[src/rtl/gpu_pkg.sv]
// -----------------------------------------------------------------------------
// gpu_pkg
//   Shared definitions for the GPU drawing pipeline.
//   - rast_state_t   : line rasterizer FSM states (IDLE, SETUP, DRAW)
//   - SCREEN_W/H     : framebuffer geometry in pixels
//   - pixel_color_t  : 16-bit nibble-packed pixel colour (4-4-4-4)
//   - COLOR_BG/FG    : background / foreground colours for the framebuffer writer
// -----------------------------------------------------------------------------
package gpu_pkg;

    localparam int SCREEN_W = 640;
    localparam int SCREEN_H = 400;

    typedef enum logic [1:0] {
        IDLE  = 2'd0,
        SETUP = 2'd1,
        DRAW  = 2'd2
    } rast_state_t;

    typedef struct packed {
        logic [3:0] r;
        logic [3:0] g;
        logic [3:0] b;
        logic [3:0] a;
    } pixel_color_t;

    localparam pixel_color_t COLOR_BG = '{r: 4'h0, g: 4'h0, b: 4'h0, a: 4'hF};
    localparam pixel_color_t COLOR_FG = '{r: 4'hF, g: 4'hF, b: 4'hF, a: 4'hF};

endpackage

[src/rtl/line_addr_gen.sv]
// -----------------------------------------------------------------------------
// line_addr_gen
//   Registers the framebuffer word address y*SCREEN_W + x (two's complement,
//   truncated to ADDR_W) for a signed pixel coordinate, together with a flag
//   telling whether the coordinate lies inside the visible screen.
//
// Ports:
//   clk        in   clock, rising edge
//   rst        in   synchronous active-high reset
//   load       in   capture a new coordinate this cycle
//   x, y       in   signed pixel coordinate (COORD_W bits)
//   addr       out  registered word address (ADDR_W bits)
//   on_screen  out  registered: 0 <= x < SCREEN_W and 0 <= y < SCREEN_H
// -----------------------------------------------------------------------------
module line_addr_gen #(
    parameter int SCREEN_W = gpu_pkg::SCREEN_W,
    parameter int SCREEN_H = gpu_pkg::SCREEN_H,
    parameter int COORD_W  = 11,
    parameter int ADDR_W   = 18
) (
    input  logic                      clk,
    input  logic                      rst,
    input  logic                      load,
    input  logic signed [COORD_W-1:0] x,
    input  logic signed [COORD_W-1:0] y,
    output logic        [ADDR_W-1:0]  addr,
    output logic                      on_screen
);

    logic signed [31:0] x_ext;
    logic signed [31:0] y_ext;
    logic [ADDR_W-1:0]  addr_calc;
    logic               visible;

    // NOTE: every variable written in always_comb gets a value on every path
    // (here unconditionally) so no latch can be inferred.
    always_comb begin
        x_ext     = 32'(x);
        y_ext     = 32'(y);
        // Negative coordinates wrap in two's complement before truncation.
        addr_calc = ADDR_W'(y_ext * SCREEN_W + x_ext);
        visible   = (x_ext >= 0) && (x_ext < SCREEN_W) &&
                    (y_ext >= 0) && (y_ext < SCREEN_H);
    end

    // NOTE: sequential state is updated with non-blocking assignments so all
    // registers sample their inputs from the same clock edge.
    always_ff @(posedge clk) begin
        if (rst) begin
            addr      <= '0;
            on_screen <= 1'b0;
        end else if (load) begin
            addr      <= addr_calc;
            on_screen <= visible;
        end
    end

endmodule

[src/rtl/line_rasterizer.sv]
// -----------------------------------------------------------------------------
// line_rasterizer
//   Accepts line-draw commands (two signed endpoints plus a colour) and walks
//   the line with integer Bresenham stepping in all octants, emitting one
//   framebuffer pixel write (word address + data) per cycle over valid/ready.
//
//   Optional feature macro: LINE_RAST_CLIP_EN
//     defined   : off-screen pixels are stepped internally (one per cycle,
//                 O_PIX_VALID low, no handshake); fully off-screen lines emit
//                 nothing but still pulse O_DONE.
//     undefined : every pixel is presented; the address wraps in two's
//                 complement.
//
// Ports:
//   I_CLK, I_RST        clock, synchronous active-high reset
//   I_CMD_VALID         command present
//   O_CMD_READY         command can be accepted (IDLE only)
//   I_X0,I_Y0,I_X1,I_Y1 signed endpoints (COORD_W bits)
//   I_COLOR             pixel colour (COLOR_W bits)
//   O_PIX_VALID         pixel write present
//   I_PIX_READY         downstream accepts the pixel
//   O_PIX_ADDR          y*SCREEN_W + x truncated to ADDR_W
//   O_PIX_DATA          latched command colour
//   O_BUSY              high in SETUP or DRAW
//   O_DONE              one-cycle pulse after the last pixel of a line
// -----------------------------------------------------------------------------
module line_rasterizer #(
    parameter int SCREEN_W = gpu_pkg::SCREEN_W,
    parameter int SCREEN_H = gpu_pkg::SCREEN_H,
    parameter int COORD_W  = 11,
    parameter int ADDR_W   = 18,
    parameter int COLOR_W  = 16
) (
    input  logic                      I_CLK,
    input  logic                      I_RST,
    input  logic                      I_CMD_VALID,
    output logic                      O_CMD_READY,
    input  logic signed [COORD_W-1:0] I_X0,
    input  logic signed [COORD_W-1:0] I_Y0,
    input  logic signed [COORD_W-1:0] I_X1,
    input  logic signed [COORD_W-1:0] I_Y1,
    input  logic        [COLOR_W-1:0] I_COLOR,
    output logic                      O_PIX_VALID,
    input  logic                      I_PIX_READY,
    output logic        [ADDR_W-1:0]  O_PIX_ADDR,
    output logic        [COLOR_W-1:0] O_PIX_DATA,
    output logic                      O_BUSY,
    output logic                      O_DONE
);

    import gpu_pkg::*;

    // Delta, error term and doubled error widths; sized so that no legal
    // COORD_W endpoint pair can overflow them.
    localparam int DW  = COORD_W + 1;
    localparam int EW  = COORD_W + 2;
    localparam int E2W = COORD_W + 3;

    rast_state_t               state;
    logic signed [COORD_W-1:0] x;
    logic signed [COORD_W-1:0] y;
    logic signed [COORD_W-1:0] x_end;
    logic signed [COORD_W-1:0] y_end;
    logic signed [DW-1:0]      dx;      // +|x1-x0|
    logic signed [DW-1:0]      dy;      // -|y1-y0|
    logic                      x_neg;   // sx == -1
    logic                      y_neg;   // sy == -1
    logic signed [EW-1:0]      err;
    logic        [COLOR_W-1:0] color;
    logic                      done;

    // Setup-cycle values, derived from the latched endpoints (x,y hold x0,y0).
    logic signed [DW-1:0]      dx_raw;
    logic signed [DW-1:0]      dy_raw;
    logic signed [DW-1:0]      dx_abs;
    logic signed [DW-1:0]      dy_abs;
    logic signed [EW-1:0]      err_init;

    // Bresenham step, computed from the pre-update error term.
    logic signed [E2W-1:0]     e2;
    logic                      x_step;
    logic                      y_step;
    logic signed [EW-1:0]      err_dx_term;
    logic signed [EW-1:0]      err_dy_term;
    logic signed [EW-1:0]      err_next;
    logic signed [COORD_W-1:0] sx_val;
    logic signed [COORD_W-1:0] sy_val;
    logic signed [COORD_W-1:0] x_next;
    logic signed [COORD_W-1:0] y_next;

    logic                      at_end;
    logic                      pix_valid;
    logic                      advance;
    logic                      addr_load;
    logic signed [COORD_W-1:0] addr_x;
    logic signed [COORD_W-1:0] addr_y;
    logic                      on_screen;

    always_comb begin
        dx_raw   = DW'(x_end) - DW'(x);
        dy_raw   = DW'(y_end) - DW'(y);
        dx_abs   = (dx_raw < 0) ? -dx_raw : dx_raw;
        dy_abs   = (dy_raw < 0) ? -dy_raw : dy_raw;
        err_init = EW'(dx_abs) - EW'(dy_abs);
    end

    always_comb begin
        e2          = E2W'(err) <<< 1;
        x_step      = (e2 >= E2W'(dy));
        y_step      = (e2 <= E2W'(dx));
        err_dy_term = x_step ? EW'(dy) : EW'(0);
        err_dx_term = y_step ? EW'(dx) : EW'(0);
        err_next    = err + err_dy_term + err_dx_term;
        sx_val      = x_neg ? {COORD_W{1'b1}} : COORD_W'(1);
        sy_val      = y_neg ? {COORD_W{1'b1}} : COORD_W'(1);
        x_next      = x_step ? (x + sx_val) : x;
        y_next      = y_step ? (y + sy_val) : y;
    end

    assign at_end = (x == x_end) && (y == y_end);

`ifdef LINE_RAST_CLIP_EN
    // Off-screen pixels are never offered downstream.
    assign pix_valid = (state == DRAW) && on_screen;
`else
    assign pix_valid = (state == DRAW);
    // The visibility flag only matters when clipping is built in.
    logic unused_on_screen;
    assign unused_on_screen = on_screen;
`endif

    // A DRAW step happens on handshake, or freely for a suppressed pixel.
    assign advance = (state == DRAW) && (pix_valid ? I_PIX_READY : 1'b1);

    // The address generator is loaded with the pixel that will be current in
    // the next cycle, so its registered address lines up with (x,y).
    assign addr_load = (state == SETUP) || (advance && !at_end);
    assign addr_x    = (state == SETUP) ? x : x_next;
    assign addr_y    = (state == SETUP) ? y : y_next;

    line_addr_gen #(
        .SCREEN_W (SCREEN_W),
        .SCREEN_H (SCREEN_H),
        .COORD_W  (COORD_W),
        .ADDR_W   (ADDR_W)
    ) u_addr_gen (
        .clk       (I_CLK),
        .rst       (I_RST),
        .load      (addr_load),
        .x         (addr_x),
        .y         (addr_y),
        .addr      (O_PIX_ADDR),
        .on_screen (on_screen)
    );

    // NOTE: the datapath registers are reset along with the FSM; there is no
    // memory array here, so a full reset is cheap and keeps outputs defined.
    always_ff @(posedge I_CLK) begin
        if (I_RST) begin
            state <= IDLE;
            x     <= '0;
            y     <= '0;
            x_end <= '0;
            y_end <= '0;
            dx    <= '0;
            dy    <= '0;
            x_neg <= 1'b0;
            y_neg <= 1'b0;
            err   <= '0;
            color <= '0;
            done  <= 1'b0;
        end else begin
            done <= 1'b0;
            case (state)
                IDLE: begin
                    if (I_CMD_VALID) begin
                        x     <= I_X0;
                        y     <= I_Y0;
                        x_end <= I_X1;
                        y_end <= I_Y1;
                        color <= I_COLOR;
                        state <= SETUP;
                    end
                end
                SETUP: begin
                    dx    <= dx_abs;
                    dy    <= -dy_abs;
                    x_neg <= !(x < x_end);
                    y_neg <= !(y < y_end);
                    err   <= err_init;
                    state <= DRAW;
                end
                DRAW: begin
                    if (advance) begin
                        if (at_end) begin
                            state <= IDLE;
                            done  <= 1'b1;
                        end else begin
                            x   <= x_next;
                            y   <= y_next;
                            err <= err_next;
                        end
                    end
                end
                default: state <= IDLE;
            endcase
        end
    end

    assign O_CMD_READY = (state == IDLE);
    assign O_BUSY      = (state != IDLE);
    assign O_DONE      = done;
    assign O_PIX_VALID = pix_valid;
    assign O_PIX_DATA  = color;

endmodule

[config.mk]
export PLATFORM = sky130hd
export DESIGN_NAME = line_rasterizer
export DESIGN_NICKNAME = d
export VERILOG_FILES = /design/src/rtl/gpu_pkg.sv /design/src/rtl/line_addr_gen.sv /design/src/rtl/line_rasterizer.sv
export SDC_FILE = /design/constraint.sdc
export NUM_CORES = 1
export LEC_CHECK = 0
export CAP_MARGIN = 20
export CORE_MARGIN = 5
export CORE_UTILIZATION = 40
export CTS_CLUSTER_DIAMETER = 30
export DETAILED_ROUTE_END_ITERATION = 10
export GPL_TIMING_DRIVEN = 0
export PLACE_DENSITY = 0.71
export SETUP_SLACK_MARGIN = 0.5
export SLEW_MARGIN = 20
export SYNTH_ARGS = -nofsm -noshare
export SYNTH_HDL_FRONTEND = slang
export SYNTH_SLANG_ARGS = --single-unit
[constraint.sdc]
create_clock -name I_CLK -period 7.3 [get_ports I_CLK]
set_input_delay 1.825 -clock I_CLK [delete_from_list [all_inputs] [get_ports I_CLK]]
set_output_delay 1.825 -clock I_CLK [all_outputs]
set_load 0.05 [all_outputs]
After elaboration in Yosys (flattened, before gate mapping):

Cells that the tools add are included.
Widths: inputs -> output; s select.

* output and inout port bits: 38
* word-level logic and storage cells: 84
* bits of input ports: 64
* register bits: 120

* order comparisons: 6
* add/sub/neg operators: 11
* multipliers: 1
* multiplexer cells: 27
* reductions and logical operators: 16
* equality and inequality tests: 8
* bitwise logic cells: 2

Operators by type and width (count)
* $mux 11: 12
* $mux 13: 4
* $pmux 11 s2: 2
* $neg 12->12: 3
* $add 13x13->13: 2
* $pmux 13 s2: 1
* $lt 12x1->1 const B: 2
* $mux 12: 2
* $sub 11x11->12: 2
* $add 11x11->11: 2
* $eq 11x11->1: 2
* $lt 11x11->1: 2
* $add 18x11->18: 1
* $ge 14x12->1: 1
* $le 14x12->1: 1
* $sub 12x12->13: 1
* $mul 11x4->11 const B: 1
* $mux 2: 3
* $ne 2x2->1 const B: 3
* $pmux 2 s3: 1
* $reduce_and 3->1: 2
* $reduce_bool 2->1: 3
* $reduce_and 4->1: 1
* $logic_and 1x1->1: 3
* 10 further kinds: 14

Longest topological paths before layout:

Gate-level depths: netlist (run 1).

* word-level depth: 7
* depth in mapped cells: 25
* gate-level depth less buffers: 24

By module:

From an unflattened synthesis (run 1), not the netlist that was laid out.

* cells, all modules: 1388
* area total of the unflattened synthesis: 10651.5 um2

Modules (own cells, without submodules)
* line_rasterizer: seq. area each 2042.0 um2, times used 1, area an instance 9049.9 um2, cells each 1211
* line_addr_gen: seq. area each 380.4 um2, times used 1, area an instance 1601.5 um2, cells each 177

Worst setup path after synthesis (run 1):

No wires, ideal clock.

* kind: register -> register
* start: reg dx[3]
* end: reg u_addr_gen.addr[17]
* stages on the path, launching flop included: 26
* clock period less this slack: 5.211 ns
* slack: 2.089 ns
* data required time: 7.221 ns
* arrival: 5.132 ns
* path buffers: 1
* library setup time: 0.079 ns
* path through: dfxtp_1 > inv_1 > ha_1 > a211oi_1 > nor2_1 > o31a_1 > o31ai_1 > nand2_1 > clkbuf_1 > mux2i_1 > inv_1 > ha_1 > ha_1 > fa_1 > a21o_1 > a21oi_1 > o21bai_1 > a21oi_1 > xnor2_1 > ha_1 > a21o_1 > a31oi_1 > xnor2_1 > xnor2_1 > nand3b_1 > o211ai_1

* cells in the longest elaborated chain, start to end: 5

Ends and longest elaborated chain
* start: declaration: line line_rasterizer.sv:64 `logic signed [DW-1:0] dx;`
* start signal: assignment: line line_rasterizer.sv:186 `dx <= dx_abs;`
* $le 14x12->1: line line_rasterizer.sv:110 `y_step = (e2 <= E2W'(dx));`
* $mux 11: line line_rasterizer.sv:117 `y_next = y_step ? (y + sy_val) : y;`
* $mux 11: line line_rasterizer.sv:139 `assign addr_y = (state == SETUP) ? y : y_next;`
* $mul 11x4->11: line line_addr_gen.sv:41 `addr_calc = ADDR_W'(y_ext * SCREEN_W + x_ext);`
* $add 18x11->18: line line_addr_gen.sv:41
* end signal: assignment: line line_addr_gen.sv:53 `addr <= addr_calc;`
* end: declaration: line line_addr_gen.sv:26 `output logic [ADDR_W-1:0] addr,`

No other way between the ends.
A chain may end at the register's enable or synchronous reset.

Final worst setup path (run 1):

* start: reg err[2]
* end: reg u_addr_gen.addr[17]

* cells in the longest elaborated chain, start to end: 5
* elaborated cells on any way between the ends: 8
* classes of those cells: add/sub (1); mul (1); order compare (2); mux (4)

Ends and longest elaborated chain
* start: declaration: line line_rasterizer.sv:68 `logic signed [EW-1:0] err;`
* start signal: assignment: line line_rasterizer.sv:190 `err <= err_init;`
* start signal: assignment: line line_rasterizer.sv:201 `err <= err_next;`
* $le 14x12->1: line line_rasterizer.sv:110
* $mux 11: line line_rasterizer.sv:117
* $mux 11: line line_rasterizer.sv:139
* $mul 11x4->11: line line_addr_gen.sv:41
* $add 18x11->18 (*): line line_addr_gen.sv:41

Mark *: on every way between the ends. The rest lies on a longest branch, timed or not.

==> impl_metrics.tcl, run 1 <==
set metrics [dict create \
    drive_gt1_frac 0.0464 \
    critPathLaunchType "flop" \
    io_buffers 100 \
    rows 59 \
    syn_area_um2 10500 \
    tightest_slew_ns 0.867 \
    holdPathStages 2 \
    fin_area_um2 12500 \
    drt-total-wl_um 33100 \
    syn_area_per_cell_um2 7.62 \
    place_congestion 0.933 \
    syn_nets 1577 \
    setup_violations 0 \
    grt_pass1_vias 10300 \
    hold_class "reg2reg" \
    rsz0062_at_grt "no" \
    diodes 0 \
    ctsResizeCount 0 \
    powerDensity_nw_per_um2 420 \
    final_cell_mix "nand2_1, a21oi_1, nor2_1" \
    grt_usage 0.224 \
    p_sw_frac 0.486 \
    placed_cell_area_um2 11900 \
    vias 10400 \
    cts_sinks 120 \
    power_frac_seq 0.161 \
    area_delta_synth_final_pct 19.4 \
    wire_per_inst_um 18.0 \
    synth_cell_types 79 \
    status "completed" \
    hpwl_um 26500 \
    clock_latency_ns 0.43 \
    grt_antenna_before_repair 1 \
    clk_path_buf_depth 2 \
    yosysWarningCount 0 \
    leakage_uw 0.00532 \
    power_frac_clock 0.171 \
    io_pins 102 \
    path_clk_slew_ns 0.06 \
    coreArea_um2 26000 \
    overflow 0 \
    synth_flop_cell "dfxtp_1" \
    max_freq_ghz 0.159 \
    drt-pass1-iter-count 6 \
    dr.first_iter.drc_count 856 \
    syn_inst 1378 \
    period_share 0.864 \
    cts_htree_levels 4 \
    fin_nets 1696 \
    synth_seq_area_share 0.229 \
    required_ns 7.65 \
    cts_setup_buffers 0 \
    postRouteAntennaNets 0 \
    cts_root_buf "clkbuf_16" \
    path_class "reg2reg" \
    hold_buffers 0 \
    ys_seq_elements 120 \
    cts_buffers 17 \
    final_common_cell "nand2_1" \
    max-vdd-ir-drop_v 0.000320 \
    grt_pass1_wl_um 52600 \
    p_int_uw 2710 \
    async_flop_share 0 \
    cp-end-kind "flop" \
    critical_path.max_fanout 10 \
    min_period_ns 6.31 \
    worstPathArrival_ns 6.66 \
    chipWidth_um 172 \
    slew_headroom 0.418 \
    max-cap-violations 0 \
    p_sw_uw 2570 \
    maxSlewViolCount 0 \
    grt_max_degree 17 \
    die-area_um2 29600 \
    r2r_cells 24 \
    initial_core_util 0.404 \
    hold_viol 0 \
    comb_power_share 0.668 \
    timing.setup.tns_ns 0 \
    cts_tree "done" \
    synth_edf_count 0 \
    drc 0 \
    fin_skew_ns 0.0109 \
    vias_per_cell 5.61 \
    die_h_um 172 \
]
[worst paths after layout]
check,from,to,slack (ns)
worst max-delay path,err[2]$_SDFFE_PP0P_,u_addr_gen.addr[17]$_SDFFE_PP0P_,0.99
worst min-delay path,O_PIX_DATA[6]$_SDFFE_PP0P_,O_PIX_DATA[6]$_SDFFE_PP0P_,0.45
worst min register to register,O_PIX_DATA[6]$_SDFFE_PP0P_,O_PIX_DATA[6]$_SDFFE_PP0P_,0.45
worst max register to register,err[2]$_SDFFE_PP0P_,u_addr_gen.addr[17]$_SDFFE_PP0P_,0.99
[registers in the layout, indices dropped and copies added, names as in the netlist, named ones only]
name / count
O_DONE: 1
O_PIX_DATA: 16
dx: 12
dy: 12
err: 13
state: 2
u_addr_gen.addr: 18
x: 11
x_end: 11
x_neg: 1
y: 10
y_end: 11
y_neg: 1
[kinds of logic after synthesis]
| kind of cell | count (synthesis) | share of synthesized area |
|---|---|---|
| compound gates | 381 | 0.233 |
| xor+xnor | 94 | 0.0784 |
| fa+ha+maj | 135 | 0.175 |
| buf+inv | 154 | 0.0618 |
| flops | 120 | 0.229 |
| mux | 16 | 0.0154 |
| simple gates | 478 | 0.208 |
[layer usage]
metal,GRT usage,vias up,share of wire
met5,0,-,0.00039
met4,0.113,2,0.049
met3,0.0430,94,0.069
met2,0.371,376,0.46
met1,0.279,4805,0.43
li1,-,5081,-
[cells in the mapped netlist, drive strengths merged (7+ instances only)]
master	n	area share
ha	115	0.14
fa	20	0.038
a21oi	150	0.074
xnor2	55	0.046
o22ai	12	0.0071
nand2b	14	0.0083
buf	8	0.0058
and2	27	0.016
o31ai	9	0.0069
xor2	39	0.033
nor4	8	0.0048
a21o	20	0.014
a31oi	12	0.0071
or3	14	0.0083
o21bai	7	0.0050
and3	11	0.0067
nor3	26	0.012
o211ai	13	0.011
nor2	138	0.050
nand4	12	0.0071
o21a	11	0.0080
nor2b	8	0.0048
o21ai	65	0.031
inv	93	0.033
mux2i	15	0.014
o211a	8	0.0076
clkbuf	53	0.023
nand3	20	0.0095
dfxtp	120	0.23
nand2	177	0.063
a211oi	23	0.018
[power by group through the flow]
stage                     Clock, uW  Combinational [uW]  Sequential [uW]
after floorplan                   0                2560              938
after global placement            0                3380              857
after detailed placement          0                3450              860
after CTS                       902                3480              847
after global routing            933                3890              860
final                           901                3520              849
[area by class of cell]
cell class	instances	area (um^2)
Fill cell	2616	13400
Tap cell	335	419
Clock buffer	17	425
Buffer	61	300
Inverter	93	349
Timing Repair Buffer	100	1000
Clock inverter	15	191
Multi-Input combinational cell	1104	7450
Sequential cell	120	2400
[critical path, stage by stage, from the launching register on]
cell and delay, ns:
dfxtp_1 0.45, ha_1 0.29, a211oi_1 0.21, nor2_1 0.08, o31a_1 0.30, o31ai_2 0.70
nand2_1 0.41, clkbuf_1 0.34, mux2i_1 0.44, inv_1 0.09, ha_1 0.32, ha_1 0.23
fa_1 0.40, a21o_1 0.17, a21oi_1 0.21, o21bai_1 0.09, a21oi_1 0.17, xnor2_1 0.14
ha_1 0.29, a21o_1 0.19, a31oi_1 0.17, xnor2_1 0.16, xnor2_1 0.16, nand3b_1 0.10
o211ai_1 0.10
[stage by stage]
| stage | hold slack [ns] | instances | total power, uW | utilization | worst slack (ns) |
|---|---|---|---|---|---|
| detailed placement | 0.448 | 1813 | 4310 | 0.459 | 0.730 |
| finish | 0.452 | 1845 | 5270 | 0.483 | 0.994 |
| global route | 0.472 | 1845 | 5680 | 0.483 | 0.689 |
| floorplan | 0.436 | 1378 | 3500 | - | 2.09 |
| CTS | 0.456 | 1845 | 5220 | 0.483 | 0.700 |
| global placement | 0.441 | 1813 | 4240 | 0.459 | 0.830 |
Power figures use the tool's default switching activity.
==> run 2: changes to the inputs <==
--- a/config.mk
+++ b/config.mk
@@ -7,11 +7,11 @@
 export LEC_CHECK = 0
 export CAP_MARGIN = 20
 export CORE_MARGIN = 5
-export CORE_UTILIZATION = 40
+export CORE_UTILIZATION = 50
 export CTS_CLUSTER_DIAMETER = 30
 export DETAILED_ROUTE_END_ITERATION = 10
 export GPL_TIMING_DRIVEN = 0
-export PLACE_DENSITY = 0.71
+export PLACE_DENSITY = 0.86
 export SETUP_SLACK_MARGIN = 0.5
 export SLEW_MARGIN = 20
 export SYNTH_ARGS = -nofsm -noshare
==> constraint.sdc (replaced) <==
create_clock -name I_CLK -period 5.5 [get_ports I_CLK]
set_input_delay 1.375 -clock I_CLK [delete_from_list [all_inputs] [get_ports I_CLK]]
set_output_delay 1.375 -clock I_CLK [all_outputs]
set_load 0.05 [all_outputs]
==> impl_metrics.tcl, run 2 (same netlist as run 1, synthesis figures left out) <==
set metrics [dict create \
    p_sw_uw 3890 \
    holdCritStartpoint "y_end[0]$_SDFFE_PP0P_" \
    min_to "y_end[0]$_SDFFE_PP0P_" \
    largest_reg_flops 18 \
    drt-pass1-iter-count 6 \
    hold_class "reg2reg" \
    hold_viol 0 \
    wl_met3_um 4050 \
    initial_core_util 0.504 \
    path_clk_slew_ns 0.06 \
    vias 11200 \
    hpwl_um 25700 \
    cp_slowest_cell "fa_1" \
    cts_htree_levels 4 \
    rsz0062_at_grt "yes" \
    p_int_uw 4050 \
    maxSlewViolCount 0 \
    powerDensity_nw_per_um2 606 \
    slew_headroom 0.445 \
    wl_met2_um 16500 \
    top_register "u_addr_gen.addr" \
    comb_power_share 0.711 \
    wl_met1_um 12900 \
    period_share 0.934 \
    fin_nets 1717 \
    die-area_um2 24000 \
    die_h_um 155 \
    holdPathStages 2 \
    grt_antenna_before_repair 0 \
    post-place-ws_ns -0.735 \
    vias_per_cell 6.21 \
    rrSetupSlack_ns 0.36 \
    required_ns 5.83 \
    grt_pass1_wl_um 53400 \
    min_period_ns 5.14 \
    chipWidth_um 155 \
    final_common_cell "nand2_1" \
    cts_buffers 17 \
    r2r-end "err[11]$_SDFFE_PP0P_" \
    drt-total-wl_um 35700 \
    wire_per_inst_um 19.8 \
    diodes 0 \
    max_freq_ghz 0.195 \
    worstPathArrival_ns 5.47 \
    r2r_cells 22 \
    max-cap-violations 0 \
    fin_area_um2 13100 \
    setup_violations 0 \
    path_class "reg2reg" \
    cts_tree "done" \
    io_pins 102 \
    fin_skew_ns 0.0116 \
    cts_sinks 120 \
    postRouteAntennaNets 0 \
    slowest_delay_ns 0.51 \
    grt_max_degree 17 \
    worst_r2r_startpoint "err[8]$_SDFFE_PP0P_" \
    place_congestion 0.972 \
    coreArea_um2 20800 \
    fin_ws_ns 0.362 \
    io_buffers 100 \
    power_frac_seq 0.144 \
    critical_path.max_fanout 10 \
    drc 0 \
    placed_cell_area_um2 11900 \
    cts_root_buf "clkbuf_16" \
    crit_chain "buf_4 > ha_4 > a211oi_2 > o21ai_1 > a2111oi_2 > a21oi_1 > buf_4 > buf_8 > buf_8 > buf_6 > and2_1 > fa_1 > fa_2 > a21o_1 > a21oi_2 > o21bai_1 > a21oi_2 > o21ai_1 > a31oi_1 > xnor2_1 > nand2_1 > a221oi_1" \
    dr.first_iter.drc_count 1182 \
    cp-end-kind "flop" \
    top_layer "met4" \
    critPathLaunchType "flop" \
    power_frac_clock 0.144 \
    rows 53 \
    final_cell_mix "nand2_1, a21oi_1, nor2_1" \
    area_delta_synth_final_pct 24.8 \
    p_sw_frac 0.490 \
    clk_path_buf_depth 2 \
    status "completed" \
    tightest_slew_ns 0.832 \
    fin_util 0.630 \
    leakage_uw 0.00550 \
    grt_usage 0.276 \
    whs_ns 0.456 \
    max-vdd-ir-drop_v 0.000630 \
    grt_pass1_vias 10900 \
    drive_gt1_frac 0.112 \
    clock_latency_ns 0.43 \
    overflow 0 \
]
-- run 2: repair_timing --
item / 4_1_cts / 5_1_grt
resized for setup: 48 / 80
setup endpoints to repair: 15 / 9
cloned: 0 / 0
hold buffers: 0 / 0
setup buffers: 6 / 15
pin swaps: 14 / 40
-- run 2: cell type report --
class	instances	area (um^2)
timing repair buffer	121	1160
tap	275	344
multi-input combinational	1104	7860
fill	1679	7710
buffer	61	360
inverter	93	349
clock inverter	14	164
sequential	120	2440
clock buffer	18	429
-- run 2: stage by stage --
step	setup TNS, ns	cells	total power, uW
2_1_floorplan	0	1378	4670
3_3_place_gp	-2.37	1753	5630
3_5_place_dp	-3.66	1753	5780
4_1_cts	0	1791	7260
5_1_grt	0	1806	8410
6_report	0	1806	7950
-- run 2: worst max-delay path by stage --
stage	end	cells after the start	slack (ns)	start
2_1_floorplan	u_addr_gen.addr[17]$_SDFFE_PP0P_	25	0.56	dx[3]$_SDFFE_PP0P_
3_3_place_gp	err[11]$_SDFFE_PP0P_	21	-0.50	dy[11]$_SDFFE_PP0P_
3_5_place_dp	err[11]$_SDFFE_PP0P_	21	-0.74	dy[11]$_SDFFE_PP0P_
4_1_cts	err[11]$_SDFFE_PP0P_	22	0.49	dy[11]$_SDFFE_PP0P_
5_1_grt	err[11]$_SDFFE_PP0P_	22	0.20	err[8]$_SDFFE_PP0P_
6_report	err[11]$_SDFFE_PP0P_	22	0.36	err[8]$_SDFFE_PP0P_
-- run 2: power by group through the flow --
stage	Sequential [uW]	Clock (uW)	Combinational [uW]
2_1_floorplan	1240	0	3430
3_3_place_gp	1130	0	4490
3_5_place_dp	1140	0	4640
4_1_cts	1130	1140	5000
5_1_grt	1160	1180	6080
6_report	1150	1150	5650
-- run 2: metal layers --
layer	GRT usage	up-vias
li1	-	5124
met1	0.317	5170
met2	0.456	725
met3	0.0762	193
met4	0.169	0
met5	0	-
-- run 2: critical path, delay by kind of cell (launching register included) --
| kind | cells | cell delay (ns) |
|---|---|---|
| AO/OA/AOI/OAI | 11 | 2.28 |
| adder cells (fa/ha/maj) | 3 | 1.16 |
| buffers and inverters | 5 | 0.76 |
| flip-flops | 1 | 0.36 |
| AND/OR/NAND/NOR | 2 | 0.27 |
| XOR/XNOR | 1 | 0.21 |
